$ cat config.mk
export PLATFORM = sky130hd
export DESIGN_NAME = ps2_receive
export DESIGN_NICKNAME = d
export VERILOG_FILES = /design/src/rtl/ps2_receive.sv
export SDC_FILE = /design/constraint.sdc
export NUM_CORES = 1
export LEC_CHECK = 0
export CORE_MARGIN = 10
export CORE_UTILIZATION = 56
export CTS_CLUSTER_DIAMETER = 120
export CTS_CLUSTER_SIZE = 25
export DETAILED_ROUTE_END_ITERATION = 8
export PLACE_DENSITY_LB_ADDON = 0.08
export RECOVER_POWER = 50
export SLEW_MARGIN = 30
export SYNTH_ARGS = -nofsm -noshare
export SYNTH_HDL_FRONTEND = slang
export SYNTH_SLANG_ARGS = --single-unit
$ cat constraint.sdc
create_clock -name clk -period 2.46 [get_ports clk]
set_input_delay 0.369 -clock clk [delete_from_list [all_inputs] [get_ports clk]]
set_output_delay 0.369 -clock clk [all_outputs]
set_load 0.05 [all_outputs]
$ cat src/rtl/ps2_receive.sv
// ps2_receive: host-side PS/2 device-to-host frame receiver.
// Synchronizes the PS/2 clock and data pins and detects falling edges of the
// PS/2 clock. It then deserializes start, 8 data bits (LSB first), odd parity
// and stop. A good byte is presented on data_out with a one-cycle data_valid
// strobe. A bad frame gives a one-cycle frame_error strobe instead.
// Optional feature macro: PS2_RX_PARITY_CHECK_EN. When it is defined, a
// parity failure is reported as a frame error. When it is undefined, the
// parity bit is sampled but never checked.
module ps2_receive #(
  parameter int SYNC_STAGES    = 2,
  parameter int TIMEOUT_CYCLES = 50000,
  parameter int CNT_WIDTH      = 16
) (
  input  logic       clk,
  input  logic       reset,
  input  logic       read_enable,
  input  logic       ps2_clock,
  input  logic       ps2_data,
  output logic [7:0] data_out,
  output logic       data_valid,
  output logic       frame_error,
  output logic       busy
);

  typedef enum logic [1:0] {
    IDLE,
    DATA,
    PARITY,
    STOP
  } state_t;

  localparam logic [CNT_WIDTH-1:0] TIMEOUT_LAST = CNT_WIDTH'(TIMEOUT_CYCLES - 1);

  logic [SYNC_STAGES-1:0] clk_sync_q, clk_sync_d;
  logic [SYNC_STAGES-1:0] data_sync_q, data_sync_d;
  logic                   clk_prev_q, clk_prev_d;

  state_t                 state_q, state_d;
  logic [2:0]             bit_cnt_q, bit_cnt_d;
  logic [7:0]             shift_q, shift_d;
  logic                   parity_q, parity_d;
  logic [7:0]             data_out_q, data_out_d;
  logic                   data_valid_q, data_valid_d;
  logic                   frame_error_q, frame_error_d;
  logic [CNT_WIDTH-1:0]   timeout_cnt_q, timeout_cnt_d;

  logic clk_s;
  logic data_s;
  logic fall_edge;
  logic timeout_hit;
  logic parity_ok;
  logic frame_ok;

  assign clk_s     = clk_sync_q[SYNC_STAGES-1];
  assign data_s    = data_sync_q[SYNC_STAGES-1];
  assign fall_edge = clk_prev_q & ~clk_s;

  // Odd parity: the data bits and the parity bit together hold an odd number of ones.
  assign parity_ok = ^{shift_q, parity_q};

`ifdef PS2_RX_PARITY_CHECK_EN
  assign frame_ok = data_s & parity_ok;
`else
  logic parity_unused;
  assign parity_unused = parity_ok;
  assign frame_ok      = data_s;
`endif

  // An edge in the same cycle always wins over an expiring inter-edge timer.
  assign timeout_hit = (state_q != IDLE) && !fall_edge && (timeout_cnt_q == TIMEOUT_LAST);

  // Shift both asynchronous pins through the synchronizer chain and remember the last synced clock.
  always_comb begin
    clk_sync_d  = {clk_sync_q[SYNC_STAGES-2:0], ps2_clock};
    data_sync_d = {data_sync_q[SYNC_STAGES-2:0], ps2_data};
    clk_prev_d  = clk_s;
  end

  // Inter-edge timer: held at zero in IDLE and on each edge, otherwise counting.
  always_comb begin
    timeout_cnt_d = timeout_cnt_q + CNT_WIDTH'(1);
    if (state_q == IDLE || fall_edge) begin
      timeout_cnt_d = '0;
    end
  end

  // Frame FSM: next state, deserializer, output register and strobes.
  always_comb begin
    state_d       = state_q;
    bit_cnt_d     = bit_cnt_q;
    shift_d       = shift_q;
    parity_d      = parity_q;
    data_out_d    = data_out_q;
    data_valid_d  = 1'b0;
    frame_error_d = 1'b0;

    if (!read_enable) begin
      state_d = IDLE;
    end else begin
      unique case (state_q)
        IDLE: begin
          if (fall_edge && !data_s) begin
            state_d   = DATA;
            bit_cnt_d = 3'd0;
          end
        end
        DATA: begin
          if (fall_edge) begin
            shift_d   = {data_s, shift_q[7:1]};
            bit_cnt_d = bit_cnt_q + 3'd1;
            if (bit_cnt_q == 3'd7) begin
              state_d = PARITY;
            end
          end else if (timeout_hit) begin
            state_d       = IDLE;
            frame_error_d = 1'b1;
          end
        end
        PARITY: begin
          if (fall_edge) begin
            parity_d = data_s;
            state_d  = STOP;
          end else if (timeout_hit) begin
            state_d       = IDLE;
            frame_error_d = 1'b1;
          end
        end
        STOP: begin
          if (fall_edge) begin
            state_d = IDLE;
            if (frame_ok) begin
              data_out_d   = shift_q;
              data_valid_d = 1'b1;
            end else begin
              frame_error_d = 1'b1;
            end
          end else if (timeout_hit) begin
            state_d       = IDLE;
            frame_error_d = 1'b1;
          end
        end
        default: state_d = IDLE;
      endcase
    end
  end

  // State registers with synchronous reset; synchronizers reset to the idle-high line level.
  always_ff @(posedge clk) begin
    if (reset) begin
      clk_sync_q    <= {SYNC_STAGES{1'b1}};
      data_sync_q   <= {SYNC_STAGES{1'b1}};
      clk_prev_q    <= 1'b1;
      state_q       <= IDLE;
      bit_cnt_q     <= 3'd0;
      shift_q       <= 8'h00;
      parity_q      <= 1'b0;
      data_out_q    <= 8'h00;
      data_valid_q  <= 1'b0;
      frame_error_q <= 1'b0;
      timeout_cnt_q <= '0;
    end else begin
      clk_sync_q    <= clk_sync_d;
      data_sync_q   <= data_sync_d;
      clk_prev_q    <= clk_prev_d;
      state_q       <= state_d;
      bit_cnt_q     <= bit_cnt_d;
      shift_q       <= shift_d;
      parity_q      <= parity_d;
      data_out_q    <= data_out_d;
      data_valid_q  <= data_valid_d;
      frame_error_q <= frame_error_d;
      timeout_cnt_q <= timeout_cnt_d;
    end
  end

  assign data_out    = data_out_q;
  assign data_valid  = data_valid_q;
  assign frame_error = frame_error_q;
  assign busy        = (state_q != IDLE);

endmodule

==> results of run 1 <==
[area by class of cell]
type	count	area share, %
sequential	44	42.3
clock buffer	7	2.65
timing repair buffer	17	7.88
multi-input combinational	146	43.6
tap	44	2.65
clock inverter	1	0.361
inverter	3	0.541
[path summary, 6_finish.rpt]
path                   from                 to  cells after the start
min          data_sync_q[0]     data_sync_q[1]                      1
max              state_q[1]               busy                      4
min reg2reg  data_sync_q[0]     data_sync_q[1]                      1
max reg2reg      state_q[1]  timeout_cnt_q[10]                      5
[per-stage QoR]
stage	cells	hold slack, ns	power (W)
2_1_floorplan	203	0.389	0.000748
3_3_place_gp	254	0.395	0.000760
3_5_place_dp	254	0.400	0.000760
4_1_cts	262	0.429	0.00111
5_1_grt	262	0.448	0.00115
6_report	262	0.425	0.00110
[logic make-up after synthesis]
family | after synthesis | share of synthesized area, %
simple gates | 97 | 27.5
flops | 44 | 47.9
compound gates | 23 | 7.48
buf+inv | 13 | 2.86
xor+xnor | 11 | 5.23
mux | 8 | 4.35
fa+ha+maj | 7 | 4.76
[placed cells by master, fill, tap and decap left out, types with 2 or more instances in the layout]
| master | synthesis | layout |
|---|---|---|
| nor2_1 | 26 | 26 |
| nor2b_1 | 4 | 4 |
| or3_1 | 3 | 3 |
| o21ai_0 | 3 | 3 |
| a21oi_1 | 12 | 12 |
| ha_1 | 7 | 7 |
| nand3_1 | 8 | 8 |
| dfxtp_1 | 44 | 44 |
| nand4_1 | 2 | 2 |
| inv_1 | 3 | 3 |
| o211ai_1 | 2 | 2 |
| xor2_1 | 9 | 9 |
| nand2b_1 | 2 | 2 |
| nand2_1 | 25 | 25 |
| mux2i_1 | 8 | 8 |
| nor3_1 | 2 | 2 |
| clkdlybuf4s50_1 | 0 | 13 |
| clkbuf_1 | 7 | 2 |
| xnor2_1 | 2 | 2 |
| nor3b_1 | 2 | 2 |
| clkbuf_4 | 0 | 5 |
| or2_2 | 5 | 5 |
| or4_1 | 2 | 2 |
| and4_1 | 5 | 5 |
| and3_1 | 3 | 3 |
[registers in the layout, indices dropped and copies added (netlist names)]
signal,count
data_out,8
frame_error,1
state_q,2
clk_sync_q,2
bit_cnt_q,3
data_valid,1
data_sync_q,2
shift_q,8
clk_prev_q,1
timeout_cnt_q,16
[power by group]
part	internal (W)	total, W	switching [W]
Sequential	0.000716	0.000718	0.00000248
Combinational	0.0000118	0.0000256	0.0000138
Clock	0.000140	0.000358	0.000218
Total	0.000868	0.00110	0.000234
[layer usage]
metal	global-route usage, %	vias to the layer above	share of wire [%]
met5	0	-	0
met4	4.38	0	0.91
met3	4.84	4	5.7
met2	20.1	30	48
met1	14.0	669	45
li1	-	722	-
[repair_timing]
action / CTS / global route
buffers inserted: 0 / 0
resized for setup: 0 / 1
hold endpoints to repair: 0 / 0
endpoints found under the setup margin: 0 / 1
==> flow_summary.ini, run 1 <==
[worst_setup_path]
path_buf_inv = 3
required_ns = 2.09
crit_type = flop to output pin
reg2reg_slack_ns = 0.71
cp_common_cell = inv_1
crit_chain = inv_1, ha_1, inv_1, dlymetal6s2s_1
cp-start-kind = flop
slowest_delay_ns = 0.43
critPathArrivalTime_ns = 1.65
critPathSlowestCell = dlymetal6s2s_1
crit_path_end_kind = output pin
crit_family = buffers and inverters
crit_fanout = 8

[timing]
worst_pin_slew_ns = 0.596
fin_crit_ns = 2.02
rsz0062_at_grt = no
maxSlewHeadroom_pct = 60.3
final.setup.worst_slack_ns = 0.444
drv_slew = 0
hold_viol_final = 0
setup_viol = 0
skew_ns = 0.00869
finalSetupTns_ns = 0
finalCritPeriodShare_pct = 81.9
timing.fmax_ghz = 0.496

[place]
placed_cell_area_um2 = 2020
globalplace.congestion = 0.841
hpwl_um = 2710
dp_slack_ns = 0.430
numPortBuffers = 15

[yosys]
yosys-top-cells-count = dfxtp_1 (44), nor2_1 (26), nand2_1 (25)
yosysSeqAreaShare_pct = 47.9
syn-cell-area_um2 = 1840
synth.area.top_cells = dfxtp_1 (48%), nor2_1 (5.3%), nand2_1 (5.1%), ha_1 (4.8%), mux2i_1 (4.4%)
async_reset_ff_share_pct = 0
ys_ff_latch = 44
synth_top_area_share_pct = 47.9
synth_edf_count = 0
yosys.area.top_type = dfxtp_1
mappedNetlistNets = 215
synth_area_per_cell_um2 = 9.07
yosysUniqueCellTypes = 38
yosysMostFrequentCell = dfxtp_1
ys.flop_type = dfxtp_1
synthCells = 203
synth.yosys.warnings = 0

[drt]
via_per_inst = 5.44
vias = 1425
ant_nets = 0
wl_per_cell_um = 13.9
wl_um = 3640
drcViolationCount = 0
drt-initial-drc-count = 119
dr.pass1.iters = 4

[die]
die_h_um = 77.3
core-area_um2 = 3100
pin_count = 16
die_x_um = 77.3
start_util_pct = 59.3
design.die.area_um2 = 5980
num_rows = 20

[clock_network]
cts_buffers = 5
clock_latency_ns = 0.35
cts_tree = built
clkTransAtPathRegs_ns = 0.12
clockBufferDepth = 2
clkSinkCount = 44
clockRootBuffer = clkbuf_4
hold_buffers = 0
cts_max_level = 2

[global_routing]
track_usage_pct = 12.2
grt_pass1_vias = 1355
grt_pass1_wl_um = 6100
overflow = 0
antenna_found_initial = 0
grt_max_degree = 19

[final_layout]
design_area_um2 = 2080
multi_input_area_um2 = 907
drive_above_1_share_pct = 6.42
n_antenna_cell = 0
fin_util_pct = 67.1
ff_latch_area_um2 = 881
layout.nets = 229
syn_to_final_growth_pct = 13.1
nFillCells = 274

[pwr]
vdd_drop_max_v = 0.000347
power_density_nw_per_um2 = 530
leakage_nw = 0.742

[run]
maxCapViolCount = 0

[outcome]
outcome = complete, no violations

[worst_hold_path]
holdCritPathClass = flop to flop
Power figures use the tool's default switching activity.
==> run 2: changes to the inputs <==
CORE_UTILIZATION = 50   (was 56)
clock period = 1.6 ns   (was 2.46 ns; I/O delays follow)
==> run 2 against run 1 <==
Clock skew shrank 0.0031 ns. Flip-flop and latch count unchanged. Final cell count increased by 6.9%. Sequential power increased by 53%. Wire length increased by 1.8%. Sequential share of layout area down 2.8 points. Critical path type is now flop to flop.
==> flow_summary.ini, run 2 (same netlist as run 1, synthesis figures left out) <==
[worst_setup_path]
rr_worst_depth = 5
critPathArrivalTime_ns = 1.79
r2r-end = timeout_cnt_q[10]
crit_type = flop to flop
crit_path_end_kind = flop
slowest_delay_ns = 0.46
timing.rr.start = state_q[1]
critPathSlowestCell = or4_1
crit_chain = inv_2, ha_4, or3_4, or4_1, nand2_1
crit_fanout = 5
endpoint = timeout_cnt_q[10]
required_ns = 1.84
cp-start-kind = flop
reg2reg_slack_ns = 0.05
critPathLaunch = state_q[1]

[timing]
hold_viol_final = 0
fin_crit_ns = 1.55
rsz0062_at_grt = yes
timing.fmax_ghz = 0.645
maxSlewHeadroom_pct = 59.4
finalSetupTns_ns = 0
worst_pin_slew_ns = 0.611
setup_viol = 0
final.setup.worst_slack_ns = 0.0485
drv_slew = 0
skew_ns = 0.00558
finalCritPeriodShare_pct = 97.0

[die]
num_rows = 21
die_h_um = 80.7
core-area_um2 = 3440
start_util_pct = 53.5
pin_count = 16
die_x_um = 80.7
design.die.area_um2 = 6510

[drt]
wl_met2_um = 1690
vias = 1479
highest_layer = met4
drcViolationCount = 0
via_per_inst = 5.28
dr.pass1.iters = 4
ant_nets = 0
routed-wl-met3_um = 180
drt-initial-drc-count = 90
wl_um = 3700
wl_met1_um = 1790
wl_per_cell_um = 13.2

[global_routing]
track_usage_pct = 12.1
overflow = 0
antenna_found_initial = 0
grt_pass1_wl_um = 6400
grt_pass1_vias = 1455
grt_max_degree = 19

[place]
placed_cell_area_um2 = 2140
numPortBuffers = 15
hpwl_um = 2760
globalplace.congestion = 0.908
dp_slack_ns = -0.0194

[clock_network]
clockRootBuffer = clkbuf_8
clock_latency_ns = 0.29
cts_max_level = 2
clockBufferDepth = 2
cts_buffers = 5
clkSinkCount = 44
cts_tree = built
clkTransAtPathRegs_ns = 0.08

[final_layout]
syn_to_final_growth_pct = 22.4
final_common_cell = dfxtp_1
nFillCells = 292
n_antenna_cell = 0
design_area_um2 = 2250
drive_above_1_share_pct = 18.8
mostFrequentLayoutCells = dfxtp_1 (40), nor2_1 (26), nand2_1 (25), buf_4 (14), a21oi_1 (12)
largest_register_ffs = 16
layout.nets = 245
top_register = timeout_cnt_q

[run]
maxCapViolCount = 0

[pwr]
leakage_nw = 0.819
vdd_drop_max_v = 0.000589
power_density_nw_per_um2 = 886

[outcome]
outcome = complete, no violations

[worst_hold_path]
holdCritPathClass = flop to flop
## run 2: power breakdown
part           internal [W]  switching [W]
combinational     0.0000218      0.0000231
clock              0.000470       0.000382
sequential          0.00110     0.00000428
## run 2: how the worst min path moves through the flow
stage,to,from,depth (start not counted),slack [ns]
finish,data_sync_q[1],data_sync_q[0],1,0.43
global route,data_sync_q[1],data_sync_q[0],1,0.44
CTS,data_sync_q[1],data_sync_q[0],1,0.43
detailed placement,data_sync_q[1],data_sync_q[0],1,0.41
global placement,clk_sync_q[1],clk_sync_q[0],1,0.40
floorplan,clk_sync_q[0],ps2_clock,1,0.34
## run 2: timing repair
item,in CTS,in global routing
setup endpoints to repair,2,5
setup buffers,0,2
pin swaps,0,1
hold buffers,0,0
resized for setup,2,8
## run 2: critical path, delay by kind of cell, from the launching register on
kind                       cells  cell delay [ns]
buffers and inverters          1             0.06
and+or+nand+nor                3             0.90
adders and majority gates      1             0.16
DFF                            1             0.38
## run 2: layout make-up
| type | count | area, um^2 | area share (%) |
|---|---|---|---|
| multi-input combinational | 146 | 932 | 41.4 |
| sequential | 44 | 891 | 39.5 |
| inverter | 3 | 13.8 | 0.611 |
| timing repair buffer | 33 | 244 | 10.8 |
| clock inverter | 3 | 46.3 | 2.05 |
| clock buffer | 5 | 68.8 | 3.05 |
| tap | 46 | 57.6 | 2.55 |
## run 2: metrics by stage
stage          utilization [%]  hold WS (ns)  power, W  instances
2_1_floorplan                -         0.344   0.00115        203
3_3_place_gp              62.2         0.395   0.00117        270
3_5_place_dp              62.2         0.408   0.00117        270
4_1_cts                   65.6         0.430   0.00202        278
5_1_grt                   65.5         0.435   0.00207        280
6_report                  65.5         0.425   0.00200        280
## run 2: metal layers
metal	GRT usage, %	vias to the layer above
met5	0	-
met4	3.63	0
met3	4.79	4
met2	19.7	21
met1	14.4	694
li1	-	760
==> run 3: changes to the inputs <==
CORE_MARGIN = default   (was 10)
REMOVE_ABC_BUFFERS = 1   (was default)
==> run 3 against run 2 <==
Sequential share of layout area fell by 0.26 points. Critical path depth rose by 1. Clock skew is 0.00074 ns higher. Via count shrank 0.81%. Largest power group unchanged.
==> flow_summary.ini, run 3 (same netlist as run 1, synthesis figures left out) <==
[place]
numPortBuffers = 15
hpwl_um = 2560
globalplace.congestion = 0.803
placed_cell_area_um2 = 2120

[final_layout]
final_common_cell = dfxtp_1
syn_to_final_growth_pct = 22.9
layout.nets = 243
design_area_um2 = 2260
top_register = timeout_cnt_q
largest_register_ffs = 16
n_antenna_cell = 0
mostFrequentLayoutCells = dfxtp_1 (40), nor2_1 (25), nand2_1 (25), a21oi_1 (12), clkbuf_1 (11)
drive_above_1_share_pct = 19.0

[worst_setup_path]
crit_chain = dlygate4sd3_1, clkbuf_1, nor3b_1, o21ai_0, nor3_1, a32o_1
path_buf_inv = 2
crit_family = buffers and inverters
crit_path_end_kind = flop
required_ns = 1.84
critPathArrivalTime_ns = 1.83
cp-start-kind = primary input
critPathSlowestCell = dlygate4sd3_1
slowest_delay_ns = 0.57
crit_fanout = 9
crit_type = primary input to flop

[die]
design.die.area_um2 = 3930
pin_count = 16
die_x_um = 62.7
core-area_um2 = 3440
die_h_um = 62.7
num_rows = 21
start_util_pct = 53.5

[drt]
wl_per_cell_um = 12.7
drt-initial-drc-count = 46
dr.pass1.iters = 4
ant_nets = 0
wl_um = 3520
vias = 1467
via_per_inst = 5.28
drcViolationCount = 0

[global_routing]
antenna_found_initial = 0
overflow = 0
met2_usage_pct = 31.0
track_usage_pct = 20.1
grt_pass1_vias = 1414
grt_pass1_wl_um = 6160
use_met3_pct = 5.84
grt.busiest_layer = met2
grt_max_degree = 21
gr-usage-met1_pct = 26.1

[run]
maxCapViolCount = 0

[clock_network]
clkSinkCount = 44
clock_latency_ns = 0.30
clkTransAtPathRegs_ns = 0.09
cts_tree = built
cts_buffers = 5
clockBufferDepth = 2
clockRootBuffer = clkbuf_8
cts_max_level = 2
hold_buffers = 0

[timing]
setup_viol = 0
rsz0062_at_grt = yes
finalCritPeriodShare_pct = 99.4
drv_slew = 0
fin_crit_ns = 1.59
maxSlewHeadroom_pct = 60.4
worst_pin_slew_ns = 0.597
whs_ns = 0.419
skew_ns = 0.00633
timing.fmax_ghz = 0.629
hold_viol_final = 0
finalSetupTns_ns = 0

[pwr]
leakage_nw = 0.791
vdd_drop_max_v = 0.000617
power_density_nw_per_um2 = 812

[worst_hold_path]
holdCritPathClass = flop to flop

[outcome]
outcome = complete, no violations
run 3: cell types whose count changed in the layout (fill, tap and decap cells not counted), moves of 2 or more:
cell	change
buf_4	-4
ha_1	-3
ha_4	+3
buf_6	+2
run 3: metrics by stage:
| step | worst slack, ns | cells | total power, W | utilization [%] |
|---|---|---|---|---|
| final | 0.00947 | 278 | 0.00184 | 65.7 |
| after global routing | -0.0537 | 278 | 0.00192 | 65.7 |
| after CTS | 0.0186 | 278 | 0.00186 | 65.0 |
| after detailed placement | -0.0524 | 270 | 0.00117 | 61.7 |
| after global placement | -0.0496 | 270 | 0.00117 | 61.7 |
| after floorplan | -0.233 | 193 | 0.00114 | - |
run 3: per-layer routing:
layer  up-vias  routed length (um)
met5         -                   0
met1       693                1740
met2        22                1600
met3         2                 142
met4         0                  34
li1        750                   -
run 3: area by class of cell:
| cell class | instances | area, um^2 |
|---|---|---|
| fill | 304 | 1180 |
| multi-input combinational | 146 | 975 |
| sequential | 44 | 888 |
| timing repair buffer | 31 | 235 |
| clock buffer | 5 | 68.8 |
| tap | 46 | 57.6 |
| clock inverter | 3 | 23.8 |
| inverter | 3 | 13.8 |
run 3: power breakdown:
| group | internal (W) | total [W] | switching (W) |
|---|---|---|---|
| Combinational | 0.0000197 | 0.0000420 | 0.0000223 |
| Sequential | 0.00110 | 0.00110 | 0.00000364 |
| Clock | 0.000309 | 0.000693 | 0.000384 |
run 3: worst paths after layout:
path	from	to	slack [ns]	depth (start not counted)
worst max register to register	state_q[0]	state_q[1]	0.05	7
worst min register to register	data_sync_q[0]	data_sync_q[1]	0.42	1
worst min-delay path	data_sync_q[0]	data_sync_q[1]	0.42	1
worst max-delay path	reset	state_q[1]	0.009	6
run 3: repair_timing:
item,in CTS,in global routing
setup endpoints to repair,4,6
gates resized for setup,6,17
setup buffers,0,0
pin swaps,1,2
